### config.mk
export PLATFORM = sky130hd
export DESIGN_NAME = fp_round_pipe_flat
export DESIGN_NICKNAME = d
export VERILOG_FILES = /design/src/rtl/fp_round_pkg.sv /design/src/rtl/fp_round_pipe_if.sv /design/src/rtl/fp_round_decide.sv /design/src/rtl/fp_round_pipe.sv /design/src/flat_wrapper.sv
export SDC_FILE = /design/constraint.sdc
export NUM_CORES = 1
export LEC_CHECK = 0
export CAP_MARGIN = 30
export CORE_MARGIN = 2
export CORE_UTILIZATION = 35
export CTS_CLUSTER_SIZE = 14
export DETAILED_ROUTE_END_ITERATION = 8
export PLACE_DENSITY = 0.68
export SETUP_SLACK_MARGIN = 0.2
export SYNTH_ARGS = -nofsm -noshare
export SYNTH_HDL_FRONTEND = slang
export SYNTH_SLANG_ARGS = --single-unit
### constraint.sdc
create_clock -name clk -period 4.9 [get_ports clk]
set_input_delay 1.225 -clock clk [delete_from_list [all_inputs] [get_ports clk]]
set_output_delay 1.225 -clock clk [all_outputs]
set_load 0.02 [all_outputs]
### src/rtl/fp_round_pkg.sv
// Shared types and default widths for the FP rounding datapath.
package fp_round_pkg;

  // Rounding modes as encoded on the rm inputs.
  typedef enum logic [1:0] {
    RM_RNE = 2'd0,  // round to nearest, ties to even
    RM_RTZ = 2'd1,  // round toward zero
    RM_RUP = 2'd2,  // round toward +inf
    RM_RDN = 2'd3   // round toward -inf
  } rm_e;

  // Default (binary32) widths.
  localparam int EXP_W_DEF  = 8;
  localparam int FRAC_W_DEF = 23;
  localparam int GRS_W_DEF  = 3;

  // {hidden, fraction, GRS} and {sign, exp, frac} widths for the defaults.
  localparam int MAN_W = 1 + FRAC_W_DEF + GRS_W_DEF;
  localparam int RES_W = 1 + EXP_W_DEF + FRAC_W_DEF;

  // Exponent codes for the default width: inf/NaN and largest finite.
  localparam logic [EXP_W_DEF-1:0] EXP_MAX    = '1;
  localparam logic [EXP_W_DEF-1:0] EXP_MAXFIN = EXP_MAX - 1'b1;

endpackage

### src/rtl/fp_round_pipe_if.sv
// Valid/ready bus of the rounding unit: normaliser-side input beat and
// result-register-side output beat.
interface fp_round_pipe_if
  import fp_round_pkg::*;
#(
  parameter int EXP_W  = EXP_W_DEF,
  parameter int FRAC_W = FRAC_W_DEF,
  parameter int GRS_W  = GRS_W_DEF
);

  logic                        in_valid;
  logic                        in_ready;
  logic                        in_sign;
  logic [EXP_W-1:0]            in_exp;
  logic [FRAC_W+GRS_W:0]       in_man;
  logic [1:0]                  in_rm;

  logic                        out_valid;
  logic                        out_ready;
  logic [EXP_W+FRAC_W:0]       out_result;
  logic                        out_inexact;
  logic                        out_overflow;

  // Driver side: produces input beats, consumes results.
  modport master (
    output in_valid, in_sign, in_exp, in_man, in_rm, out_ready,
    input  in_ready, out_valid, out_result, out_inexact, out_overflow
  );

  // Rounding unit side.
  modport slave (
    input  in_valid, in_sign, in_exp, in_man, in_rm, out_ready,
    output in_ready, out_valid, out_result, out_inexact, out_overflow
  );

endinterface

### src/rtl/fp_round_decide.sv
// Combinational rounding decision: looks at the LSB and the bits below it
// and decides whether to increment and whether any precision is lost.
// Kept free of pipeline state so the multiplier can reuse it.
module fp_round_decide
  import fp_round_pkg::*;
#(
  parameter int GRS_W = GRS_W_DEF
) (
  input  logic [GRS_W:0] low_bits,  // {lsb, guard, round..sticky}
  input  logic           sign,
  input  rm_e            rm,
  output logic           round_up,
  output logic           inexact
);

  logic lsb;
  logic guard;
  logic sticky;

  // Decide increment from guard/sticky/lsb and the rounding direction.
  // NOTE: every output is assigned on every path (default arm included), so
  // this stays pure combinational logic and no latch is inferred.
  always_comb begin
    lsb     = low_bits[GRS_W];
    guard   = low_bits[GRS_W-1];
    sticky  = |low_bits[GRS_W-2:0];
    inexact = guard | sticky;
    case (rm)
      RM_RNE:  round_up = guard & (sticky | lsb);
      RM_RTZ:  round_up = 1'b0;
      RM_RUP:  round_up = ~sign & inexact;
      RM_RDN:  round_up = sign & inexact;
      default: round_up = 1'b0;
    endcase
  end

endmodule

### src/rtl/fp_round_pipe.sv
// Two-stage pipelined IEEE-754 rounding unit.
// Stage 1 decides and applies the increment; stage 2 renormalises on
// carry-out and resolves overflow to infinity or max-finite by mode.
// Optional feature: define FP_ROUND_STICKY_FLAGS_EN to add flags_clr and an
// accumulating sticky_flags {overflow, inexact} register.
module fp_round_pipe
  import fp_round_pkg::*;
#(
  parameter int EXP_W  = EXP_W_DEF,
  parameter int FRAC_W = FRAC_W_DEF,
  parameter int GRS_W  = GRS_W_DEF
) (
  input  logic                 clk,
  input  logic                 rst_n,
  fp_round_pipe_if.slave       bus
`ifdef FP_ROUND_STICKY_FLAGS_EN
  ,
  input  logic                 flags_clr,
  output logic [1:0]           sticky_flags
`endif
);

  localparam int MAN_BITS = 1 + FRAC_W + GRS_W;
  localparam int RES_BITS = 1 + EXP_W + FRAC_W;
  localparam logic [EXP_W-1:0] EXP_ONES = '1;
  localparam logic [EXP_W-1:0] EXP_FIN  = {{(EXP_W-1){1'b1}}, 1'b0};
  localparam logic [EXP_W-1:0] EXP_ONE  = {{(EXP_W-1){1'b0}}, 1'b1};

  // Stage 1 registers.
  logic              s1_valid_q,   s1_valid_d;
  logic              s1_sign_q,    s1_sign_d;
  logic [EXP_W-1:0]  s1_exp_q,     s1_exp_d;
  logic [FRAC_W:0]   s1_sum_q,     s1_sum_d;
  logic              s1_carry_q,   s1_carry_d;
  logic              s1_inexact_q, s1_inexact_d;
  rm_e               s1_rm_q,      s1_rm_d;
  logic              s1_sub_up_q,  s1_sub_up_d;

  // Stage 2 (output) registers.
  logic                out_valid_q,    out_valid_d;
  logic [RES_BITS-1:0] out_result_q,   out_result_d;
  logic                out_inexact_q,  out_inexact_d;
  logic                out_overflow_q, out_overflow_d;

  logic              s2_advance;
  logic              s1_accept;
  logic              in_special;
  logic              dec_round_up;
  logic              dec_inexact;
  logic              round_up;
  logic [FRAC_W+1:0] inc;
  rm_e               in_rm;

  logic [EXP_W-1:0]  exp_inc;
  logic [EXP_W-1:0]  exp_r;
  logic [FRAC_W-1:0] frac_r;
  logic              ovf;
  logic              to_inf;

  assign in_rm = rm_e'(bus.in_rm);

  fp_round_decide #(.GRS_W(GRS_W)) u_decide (
    .low_bits (bus.in_man[GRS_W:0]),
    .sign     (bus.in_sign),
    .rm       (in_rm),
    .round_up (dec_round_up),
    .inexact  (dec_inexact)
  );

  // Handshake and stage-1 next state: apply the increment to the mantissa.
  always_comb begin
    s2_advance = ~out_valid_q | bus.out_ready;
    s1_accept  = ~s1_valid_q | s2_advance;

    // inf/NaN inputs pass through untouched and never raise flags.
    in_special = (bus.in_exp == EXP_ONES);
    round_up   = dec_round_up & ~in_special;
    inc        = {1'b0, bus.in_man[MAN_BITS-1:GRS_W]} + (FRAC_W+2)'(round_up);

    s1_valid_d   = s1_valid_q;
    s1_sign_d    = s1_sign_q;
    s1_exp_d     = s1_exp_q;
    s1_sum_d     = s1_sum_q;
    s1_carry_d   = s1_carry_q;
    s1_inexact_d = s1_inexact_q;
    s1_rm_d      = s1_rm_q;
    s1_sub_up_d  = s1_sub_up_q;

    if (s1_accept) begin
      s1_valid_d = bus.in_valid;
      if (bus.in_valid) begin
        s1_sign_d    = bus.in_sign;
        s1_exp_d     = bus.in_exp;
        s1_sum_d     = inc[FRAC_W:0];
        s1_carry_d   = inc[FRAC_W+1];
        s1_inexact_d = dec_inexact & ~in_special;
        s1_rm_d      = in_rm;
        // Subnormal rounded up into the hidden bit becomes the smallest normal.
        s1_sub_up_d  = (bus.in_exp == '0) & ~bus.in_man[MAN_BITS-1] & inc[FRAC_W];
      end
    end
  end

  // Stage-2 next state: renormalise on carry, then resolve overflow by mode.
  always_comb begin
    exp_inc = s1_exp_q + EXP_ONE;
    if (s1_carry_q) begin
      frac_r = s1_sum_q[FRAC_W:1];
      exp_r  = exp_inc;
    end else begin
      frac_r = s1_sum_q[FRAC_W-1:0];
      exp_r  = s1_sub_up_q ? EXP_ONE : s1_exp_q;
    end

    ovf    = s1_carry_q & (exp_inc == EXP_ONES);
    to_inf = (s1_rm_q == RM_RNE) |
             ((s1_rm_q == RM_RUP) & ~s1_sign_q) |
             ((s1_rm_q == RM_RDN) &  s1_sign_q);
    if (ovf) begin
      if (to_inf) begin
        exp_r  = EXP_ONES;
        frac_r = '0;
      end else begin
        exp_r  = EXP_FIN;
        frac_r = '1;
      end
    end

    out_valid_d    = out_valid_q;
    out_result_d   = out_result_q;
    out_inexact_d  = out_inexact_q;
    out_overflow_d = out_overflow_q;
    if (s2_advance) begin
      out_valid_d = s1_valid_q;
      if (s1_valid_q) begin
        out_result_d   = {s1_sign_q, exp_r, frac_r};
        out_inexact_d  = s1_inexact_q | ovf;
        out_overflow_d = ovf;
      end
    end
  end

  // Pipeline state registers.
  // NOTE: sequential state uses non-blocking assignments so every flop
  // samples pre-edge values regardless of statement order.
  // NOTE: data flops are reset alongside the valids so the outputs read 0
  // coming out of reset, not just out_valid.
  always_ff @(posedge clk or negedge rst_n) begin
    if (!rst_n) begin
      s1_valid_q     <= 1'b0;
      s1_sign_q      <= 1'b0;
      s1_exp_q       <= '0;
      s1_sum_q       <= '0;
      s1_carry_q     <= 1'b0;
      s1_inexact_q   <= 1'b0;
      s1_rm_q        <= RM_RNE;
      s1_sub_up_q    <= 1'b0;
      out_valid_q    <= 1'b0;
      out_result_q   <= '0;
      out_inexact_q  <= 1'b0;
      out_overflow_q <= 1'b0;
    end else begin
      s1_valid_q     <= s1_valid_d;
      s1_sign_q      <= s1_sign_d;
      s1_exp_q       <= s1_exp_d;
      s1_sum_q       <= s1_sum_d;
      s1_carry_q     <= s1_carry_d;
      s1_inexact_q   <= s1_inexact_d;
      s1_rm_q        <= s1_rm_d;
      s1_sub_up_q    <= s1_sub_up_d;
      out_valid_q    <= out_valid_d;
      out_result_q   <= out_result_d;
      out_inexact_q  <= out_inexact_d;
      out_overflow_q <= out_overflow_d;
    end
  end

  assign bus.in_ready     = s1_accept;
  assign bus.out_valid    = out_valid_q;
  assign bus.out_result   = out_result_q;
  assign bus.out_inexact  = out_inexact_q;
  assign bus.out_overflow = out_overflow_q;

`ifdef FP_ROUND_STICKY_FLAGS_EN
  logic [1:0] sticky_flags_q, sticky_flags_d;

  // Accumulate flags of delivered results; a set beats a same-cycle clear.
  always_comb begin
    sticky_flags_d = flags_clr ? 2'b00 : sticky_flags_q;
    if (out_valid_q & bus.out_ready) begin
      sticky_flags_d = sticky_flags_d | {out_overflow_q, out_inexact_q};
    end
  end

  // Sticky flag register.
  always_ff @(posedge clk or negedge rst_n) begin
    if (!rst_n) begin
      sticky_flags_q <= 2'b00;
    end else begin
      sticky_flags_q <= sticky_flags_d;
    end
  end

  assign sticky_flags = sticky_flags_q;
`endif

endmodule
### src/flat_wrapper.sv
// flat-port wrapper written by rule: the top's interface ports become plain ports
module fp_round_pipe_flat import fp_round_pkg::*;
#(
  parameter int EXP_W  = EXP_W_DEF,
  parameter int FRAC_W = FRAC_W_DEF,
  parameter int GRS_W  = GRS_W_DEF
)
  (clk, rst_n, bus_in_valid, bus_in_sign, bus_in_exp, bus_in_man, bus_in_rm, bus_out_ready, bus_in_ready, bus_out_valid, bus_out_result, bus_out_inexact, bus_out_overflow);
  fp_round_pipe_if #(.EXP_W(EXP_W), .FRAC_W(FRAC_W), .GRS_W(GRS_W)) bus_i ();
  input  logic clk;
  input  logic rst_n;
  input wire logic [$bits(bus_i.in_valid)-1:0] bus_in_valid;
  input wire logic [$bits(bus_i.in_sign)-1:0] bus_in_sign;
  input wire logic [$bits(bus_i.in_exp)-1:0] bus_in_exp;
  input wire logic [$bits(bus_i.in_man)-1:0] bus_in_man;
  input wire logic [$bits(bus_i.in_rm)-1:0] bus_in_rm;
  input wire logic [$bits(bus_i.out_ready)-1:0] bus_out_ready;
  output wire logic [$bits(bus_i.in_ready)-1:0] bus_in_ready;
  output wire logic [$bits(bus_i.out_valid)-1:0] bus_out_valid;
  output wire logic [$bits(bus_i.out_result)-1:0] bus_out_result;
  output wire logic [$bits(bus_i.out_inexact)-1:0] bus_out_inexact;
  output wire logic [$bits(bus_i.out_overflow)-1:0] bus_out_overflow;
  assign bus_i.in_valid = bus_in_valid;
  assign bus_i.in_sign = bus_in_sign;
  assign bus_i.in_exp = bus_in_exp;
  assign bus_i.in_man = bus_in_man;
  assign bus_i.in_rm = bus_in_rm;
  assign bus_i.out_ready = bus_out_ready;
  assign bus_in_ready = bus_i.in_ready;
  assign bus_out_valid = bus_i.out_valid;
  assign bus_out_result = bus_i.out_result;
  assign bus_out_inexact = bus_i.out_inexact;
  assign bus_out_overflow = bus_i.out_overflow;
  fp_round_pipe #(.EXP_W(EXP_W), .FRAC_W(FRAC_W), .GRS_W(GRS_W)) u_core (.clk(clk), .rst_n(rst_n), .bus(bus_i));
endmodule
==> results of run 1 <==
## Yosys cell counts (2+ instances only)
| library cell | number |
|---|---|
| dfrtp_1 | 74 |
| nand2_1 | 47 |
| nor2_1 | 37 |
| o21ai_0 | 29 |
| mux2i_1 | 23 |
| a211oi_2 | 21 |
| xor2_1 | 16 |
| clkbuf_1 | 15 |
| mux2_2 | 14 |
| nand3_1 | 14 |
| nand4_1 | 9 |
| xnor2_1 | 9 |
| a21oi_1 | 8 |
| buf_6 | 6 |
| nor3b_1 | 5 |
| a31oi_1 | 4 |
| and3_1 | 4 |
| buf_2 | 4 |
| ha_1 | 4 |
| nand2b_1 | 4 |
| nand3b_1 | 4 |
| a21o_1 | 3 |
| and4_1 | 3 |
| o21ai_1 | 3 |
| a211oi_1 | 2 |
| a21boi_0 | 2 |
| nor2b_1 | 2 |
| nor3_1 | 2 |
| nor4_4 | 2 |
| o31ai_1 | 2 |
| or2_2 | 2 |
## registers in the layout, indices dropped and copies added, names as in the netlist
signal / flops
u_core.s1_exp_q: 8
u_core.bus.out_valid: 1
u_core.s1_valid_q: 1
u_core.bus.out_inexact: 1
u_core.s1_inexact_q: 1
u_core.s1_sum_q: 24
u_core.s1_carry_q: 1
u_core.s1_sub_up_q: 1
u_core.s1_sign_q: 1
u_core.bus.out_result: 32
u_core.bus.out_overflow: 1
u_core.s1_rm_q: 2
## worst register-to-register path, cell delays in order, from the launching register on
cell       delay [ps]
dfrtp_2           990
nand4_1           250
nor3b_1           240
o2bb2ai_1         260
a31oi_4           460
a211oi_1          350
## power groups by stage
stage | Combinational (mW) | Clock [mW] | Sequential, mW
CTS | 0.502 | 0.627 | 0.796
finish | 0.497 | 0.616 | 0.794
floorplan | 0.213 | 0 | 0.856
global route | 0.543 | 0.659 | 0.809
detailed placement | 0.499 | 0 | 0.806
global placement | 0.487 | 0 | 0.801
## layout make-up
class                   instances  area [sq um]  share of cell area
inverters                       1          3.75            0.000724
clock buffers                  14           274              0.0528
well taps                     143           179              0.0345
clock inverters                 2          10.0             0.00193
repair buffers                 82           853               0.165
multi-input cells             288          2010               0.388
flip-flops and latches         74          1850               0.357
## routing by layer
metal | vias to the layer above | wire length, um | track usage
met5 | - | 0 | 0
met4 | 0 | 183 | 0.0775
met3 | 13 | 302 | 0.0202
met2 | 58 | 4130 | 0.234
met1 | 1451 | 4140 | 0.209
li1 | 1524 | - | -
## stage by stage
stage / hold WS [ps] / power [mW] / worst slack [ps]
2_1_floorplan: 451 / 1.07 / 1960
3_3_place_gp: 461 / 1.29 / 1110
3_5_place_dp: 465 / 1.31 / 1120
4_1_cts: 478 / 1.92 / 1190
5_1_grt: 504 / 2.01 / 1130
6_report: 473 / 1.91 / 1160
## worst paths after layout
path / start / slack [ps] / to
hold reg to reg: u_core.bus.out_result[31]$_DFFE_PN0P_ / 470 / u_core.bus.out_result[31]$_DFFE_PN0P_
hold / removal: u_core.bus.out_result[31]$_DFFE_PN0P_ / 470 / u_core.bus.out_result[31]$_DFFE_PN0P_
min in group asynchronous: rst_n / 910 / u_core.s1_rm_q[1]$_DFFE_PN0P_
max in group asynchronous: rst_n / 3700 / u_core.s1_carry_q$_DFFE_PN0P_
setup reg to reg: u_core.s1_carry_q$_DFFE_PN0P_ / 2280 / u_core.bus.out_result[1]$_DFFE_PN0P_
setup / recovery: bus_out_ready / 1160 / bus_in_ready
## logic make-up (layout without fill, tap and decap cells)
group           Yosys count  in the layout  synth area share
compound gates           79             79             0.151
xor+xnor                 25             25            0.0547
fa+ha+maj                 4              4            0.0125
buf+inv                  26             99            0.0369
flops                    74             74             0.463
mux                      38             38             0.101
simple gates            142            142             0.182
==> results.ini, run 1 <==
[clocking]
htree_levels = 3
cts_buffers = 9
cts_resized = 0
post_cts_buffers = 0
insertion_delay_ps = 330
ctsHoldBuffers = 0
cts_tree = yes
cts_buffer_depth = 2
cts_sinks = 74
path_clk_slew_ps = 50
cts-root-buf = clkbuf_16

[place]
dp_hpwl_um = 6370
portBuffers = 77
place_inst = 587
place_area_sq_um = 4870
gp_congestion = 0.752

[sta]
finalCriticalPeriod_ps = 3740
period_share = 0.763
fin_skew_ps = 2.42
setup_viol = 0
setup-tns-final_ps = 0
rsz0062_at_grt = false
slew_viol_final = 0
worstMarginPinSlew_ps = 968
maxSlewHeadroom = 0.355
fmax_mhz = 267
hold_violations = 0

[drt]
wl_per_cell_um = 14.5
routed_wl_um = 8760
firstDrtPassIters = 4
ant_nets = 0
drc = 0
drtIter0Drc = 90
vias = 3046
via_per_inst = 5.04

[floorplanning]
dieArea_sq_um = 12300
die-width_um = 111
ios = 78
initial_utilization = 0.355
coreArea_sq_um = 11300
rows = 39
die_h_um = 111

[synth]
yosysWarningCount = 0
syn-cell-area_sq_um = 4000
ys_ff_latch = 74
synthDistinctLibCells = 45
syn_avg_cell_area_sq_um = 10.3
syn_nets = 434
yosys_most_used_dff = dfrtp_1
async_reset_ff_frac = 1.00
synth_enable_flop_cells = 0
yosysTopAreaCell = dfrtp_1
yosysTopAreaCellShare = 0.463
synth-seq-area-share = 0.463
syn_inst = 388
synth_area_leaders = dfrtp_1, a211oi_2, mux2i_1, nand2_1, mux2_2

[final_layout]
final_core_utilization = 0.460
instances_no_fill = 604
antennaDiodeCount = 0
layout-drive-gt1-share = 0.145
fill_cells = 1032
layout_common_cells = clkdlybuf4s50_1, dfrtp_1, nand2_1
finalNetCount = 502
stdcell_area_sq_um = 5190
synthToLayoutAreaGrowth_pct = 29.6
mostFrequentLayoutCell = clkdlybuf4s50_1

[run_status]
outcome = finished clean

[critical_path]
crit_fanout = 3
path_buf_inv = 2
crit_top_cell = clkdlybuf4s50_1
critical_path.cell_chain = clkdlybuf4s50_1 -> nand3b_1 -> clkdlybuf4s50_1
startpoint_type = input port
path_class = input port to output port
worst-path-stages = 3
required_ps = 3670
worstPathArrival_ps = 2520
worstSetupEndpointType = output port
ff2ff_path_depth = 5
critPathSlowestCell = clkdlybuf4s50_1
worst_path_largest_cell_delay_ps = 650
crit_family = buffers and inverters

[power]
peakVddDrop_uv = 155
clock_power_share = 0.323
seqPwrFrac = 0.416
leakagePower_nw = 1.98
p_sw_mw = 0.562
p_per_area_nw_per_um2 = 368
internal_power_mw = 1.35
p_comb_frac = 0.261
switching_share = 0.294

[global_routing]
gr-total-overflow = 0
first_global_vias = 2999
grt_pass1_wl_um = 15100
grt_max_degree = 75
gr-usage-all-layers = 0.151
antenna_found_initial = 0

[hold_path]
hp-class = register to register
worstHoldPathCells = 2

[run]
maxCapViolCount = 0

No activity file was read; power rests on OpenSTA's default activity.
==> run 2: changes to the inputs <==
Settings changed: PLACE_DENSITY 0.68 to 0.7.
Clock period 4.9 ns to 3.31 ns, I/O delays scaled along.
==> run 2 against run 1 <==
Net effect:
- total power rose by 47%
- worst setup slack lost 780 ps
- die area unchanged
- global-route usage increased by 0.81 points
- register-to-register slack lost 1300 ps
- hold slack improved by 6.2 ps
==> results.ini, run 2 (synthesis gave the netlist of run 1 again) <==
[place]
portBuffers = 77  ; unchanged
gp_congestion = 0.842  ; +12%
place_inst = 592  ; +0.85%
place_area_sq_um = 4900  ; +0.46%
dp_hpwl_um = 6600  ; +3.6%
place_ws_ps = -23.4  ; -1150 ps

[global_routing]
gr-usage-all-layers = 0.160  ; +0.00814
gr-total-overflow = 0  ; unchanged
antenna_found_initial = 0  ; unchanged
grt_pass1_wl_um = 15900  ; +5.2%
first_global_vias = 3140  ; +4.7%
grt_max_degree = 75  ; unchanged

[floorplanning]
rows = 39  ; unchanged
die-width_um = 111  ; unchanged
coreArea_sq_um = 11300  ; unchanged
ios = 78  ; unchanged
die_h_um = 111  ; unchanged
dieArea_sq_um = 12300  ; unchanged
initial_utilization = 0.355  ; unchanged

[critical_path]
worstSetupEndpointType = output port
ff2ff_path_depth = 7  ; +2
r2r_end = u_core.bus.out_result[18]$_DFFE_PN0P_
worstPathArrival_ps = 2100  ; -420 ps
required_ps = 2480  ; -1190 ps
path_class = input port to output port
crit_fanout = 3  ; unchanged
reg2reg_slack_ps = 1020  ; -1260 ps
startpoint_type = input port
r2r_start = u_core.s1_exp_q[0]$_DFFE_PN0P_

[sta]
setup_viol = 0  ; unchanged
fmax_mhz = 341
slew_viol_final = 0  ; unchanged
rsz0062_at_grt = false
maxSlewHeadroom = 0.537  ; +0.182
setup_slack_ps = 378  ; -781 ps
finalCriticalPeriod_ps = 2930
worstMarginPinSlew_ps = 692  ; -275 ps
hold_violations = 0  ; unchanged
fin_skew_ps = 4.87  ; +2.46 ps
period_share = 0.886

[hold_path]
min_to = u_core.bus.out_result[30]$_DFFE_PN0P_
worstHoldPathCells = 2  ; unchanged
hp-class = register to register
hp-start = u_core.bus.out_result[30]$_DFFE_PN0P_

[clocking]
insertion_delay_ps = 330  ; about the same
cts_buffer_depth = 2  ; unchanged
cts_buffers = 9  ; unchanged
ctsHoldBuffers = 0  ; unchanged
htree_levels = 3  ; unchanged
cts_sinks = 74  ; unchanged
cts_tree = yes
path_clk_slew_ps = 50  ; about the same
cts-root-buf = clkbuf_16

[final_layout]
stdcell_area_sq_um = 5250  ; +1.2%
instances_no_fill = 612  ; +1.3%
antennaDiodeCount = 0  ; unchanged
fill_cells = 1026  ; -0.58%
layout-drive-gt1-share = 0.171  ; +0.0252
mostFrequentLayoutCell = dfrtp_1
finalNetCount = 510  ; +1.6%
layout_common_cells = dfrtp_1, clkdlybuf4s50_1, nand2_1
largest_reg_flops = 32  ; unchanged
synthToLayoutAreaGrowth_pct = 31.2
final_core_utilization = 0.466  ; +0.00555

[drt]
drtIter0Drc = 160  ; +78%
drc = 0  ; unchanged
ant_nets = 0  ; unchanged
firstDrtPassIters = 4  ; unchanged
via_per_inst = 5.15  ; +2.0%
routed_wl_um = 9340  ; +6.6%
vias = 3149  ; +3.4%
wl_per_cell_um = 15.3  ; +5.2%

[power]
peakVddDrop_uv = 228  ; +47%
p_per_area_nw_per_um2 = 534  ; +45%
leakagePower_nw = 2.05  ; +3.6%
total_power_mw = 2.80  ; +47%

[run_status]
outcome = finished clean

[run]
maxCapViolCount = 0  ; unchanged

## run 2: cell count changes in the layout (fill, tap and decap cells not counted), sizes merged
| cell | before | now |
|---|---|---|
| clkinvlp | 0 | 1 |
| dlymetal6s2s | 0 | 5 |
| clkinv | 2 | 5 |
| clkdlybuf4s50 | 76 | 71 |
| buf | 6 | 14 |
| clkbuf | 14 | 10 |
## run 2: timing repair
item                                   in CTS  in global routing
buffers inserted                            0                  3
gates resized for setup                     0                 10
endpoints found under the hold margin       0                  0
setup endpoints to repair                   0                 10
## run 2: worst max-delay path, cell delays in order
cell             delay (ps)
clkdlybuf4s50_1         470
nand3b_1                180
clkdlybuf4s50_1         630
## run 2: layout make-up
type	count	area, sq um	share of cell area
Timing Repair Buffer	90	911	0.174
Tap cell	143	179	0.0341
Clock inverter	6	32.5	0.00620
Sequential cell	74	1850	0.353
Clock buffer	10	239	0.0455
Multi-Input combinational cell	288	2030	0.387
Inverter	1	3.75	0.000715
## run 2: report_power, final
group	switching, mW	leakage [nW]	total [mW]	internal, mW
logic	0.374	1.04	0.743	0.368
clock network	0.363	0.138	0.883	0.520
registers	0.118	0.873	1.18	1.06
## run 2: metal layers
layer	wire length (um)	vias up	global-route usage
li1	-	1533	-
met1	4280	1530	0.209
met2	4580	76	0.258
met3	341	10	0.0301
met4	138	0	0.0692
met5	0	-	0
## run 2: worst max path at each step
stage	cells past startpoint	from	end
2_1_floorplan	11	bus_in_rm[1]	u_core.s1_sum_q[10]$_DFFE_PN0P_
3_3_place_gp	11	bus_in_rm[1]	u_core.s1_sum_q[23]$_DFFE_PN0P_
3_5_place_dp	11	bus_in_rm[1]	u_core.s1_sum_q[21]$_DFFE_PN0P_
4_1_cts	11	bus_in_rm[1]	u_core.s1_sum_q[21]$_DFFE_PN0P_
5_1_grt	12	bus_in_sign	u_core.s1_sum_q[18]$_DFFE_PN0P_
6_report	3	bus_out_ready	bus_in_ready
## run 2: per-stage QoR
stage,hold WS [ps],setup TNS (ps)
6_report,479,0
5_1_grt,510,0
4_1_cts,485,0
3_5_place_dp,473,-52.9
3_3_place_gp,466,0
2_1_floorplan,451,0
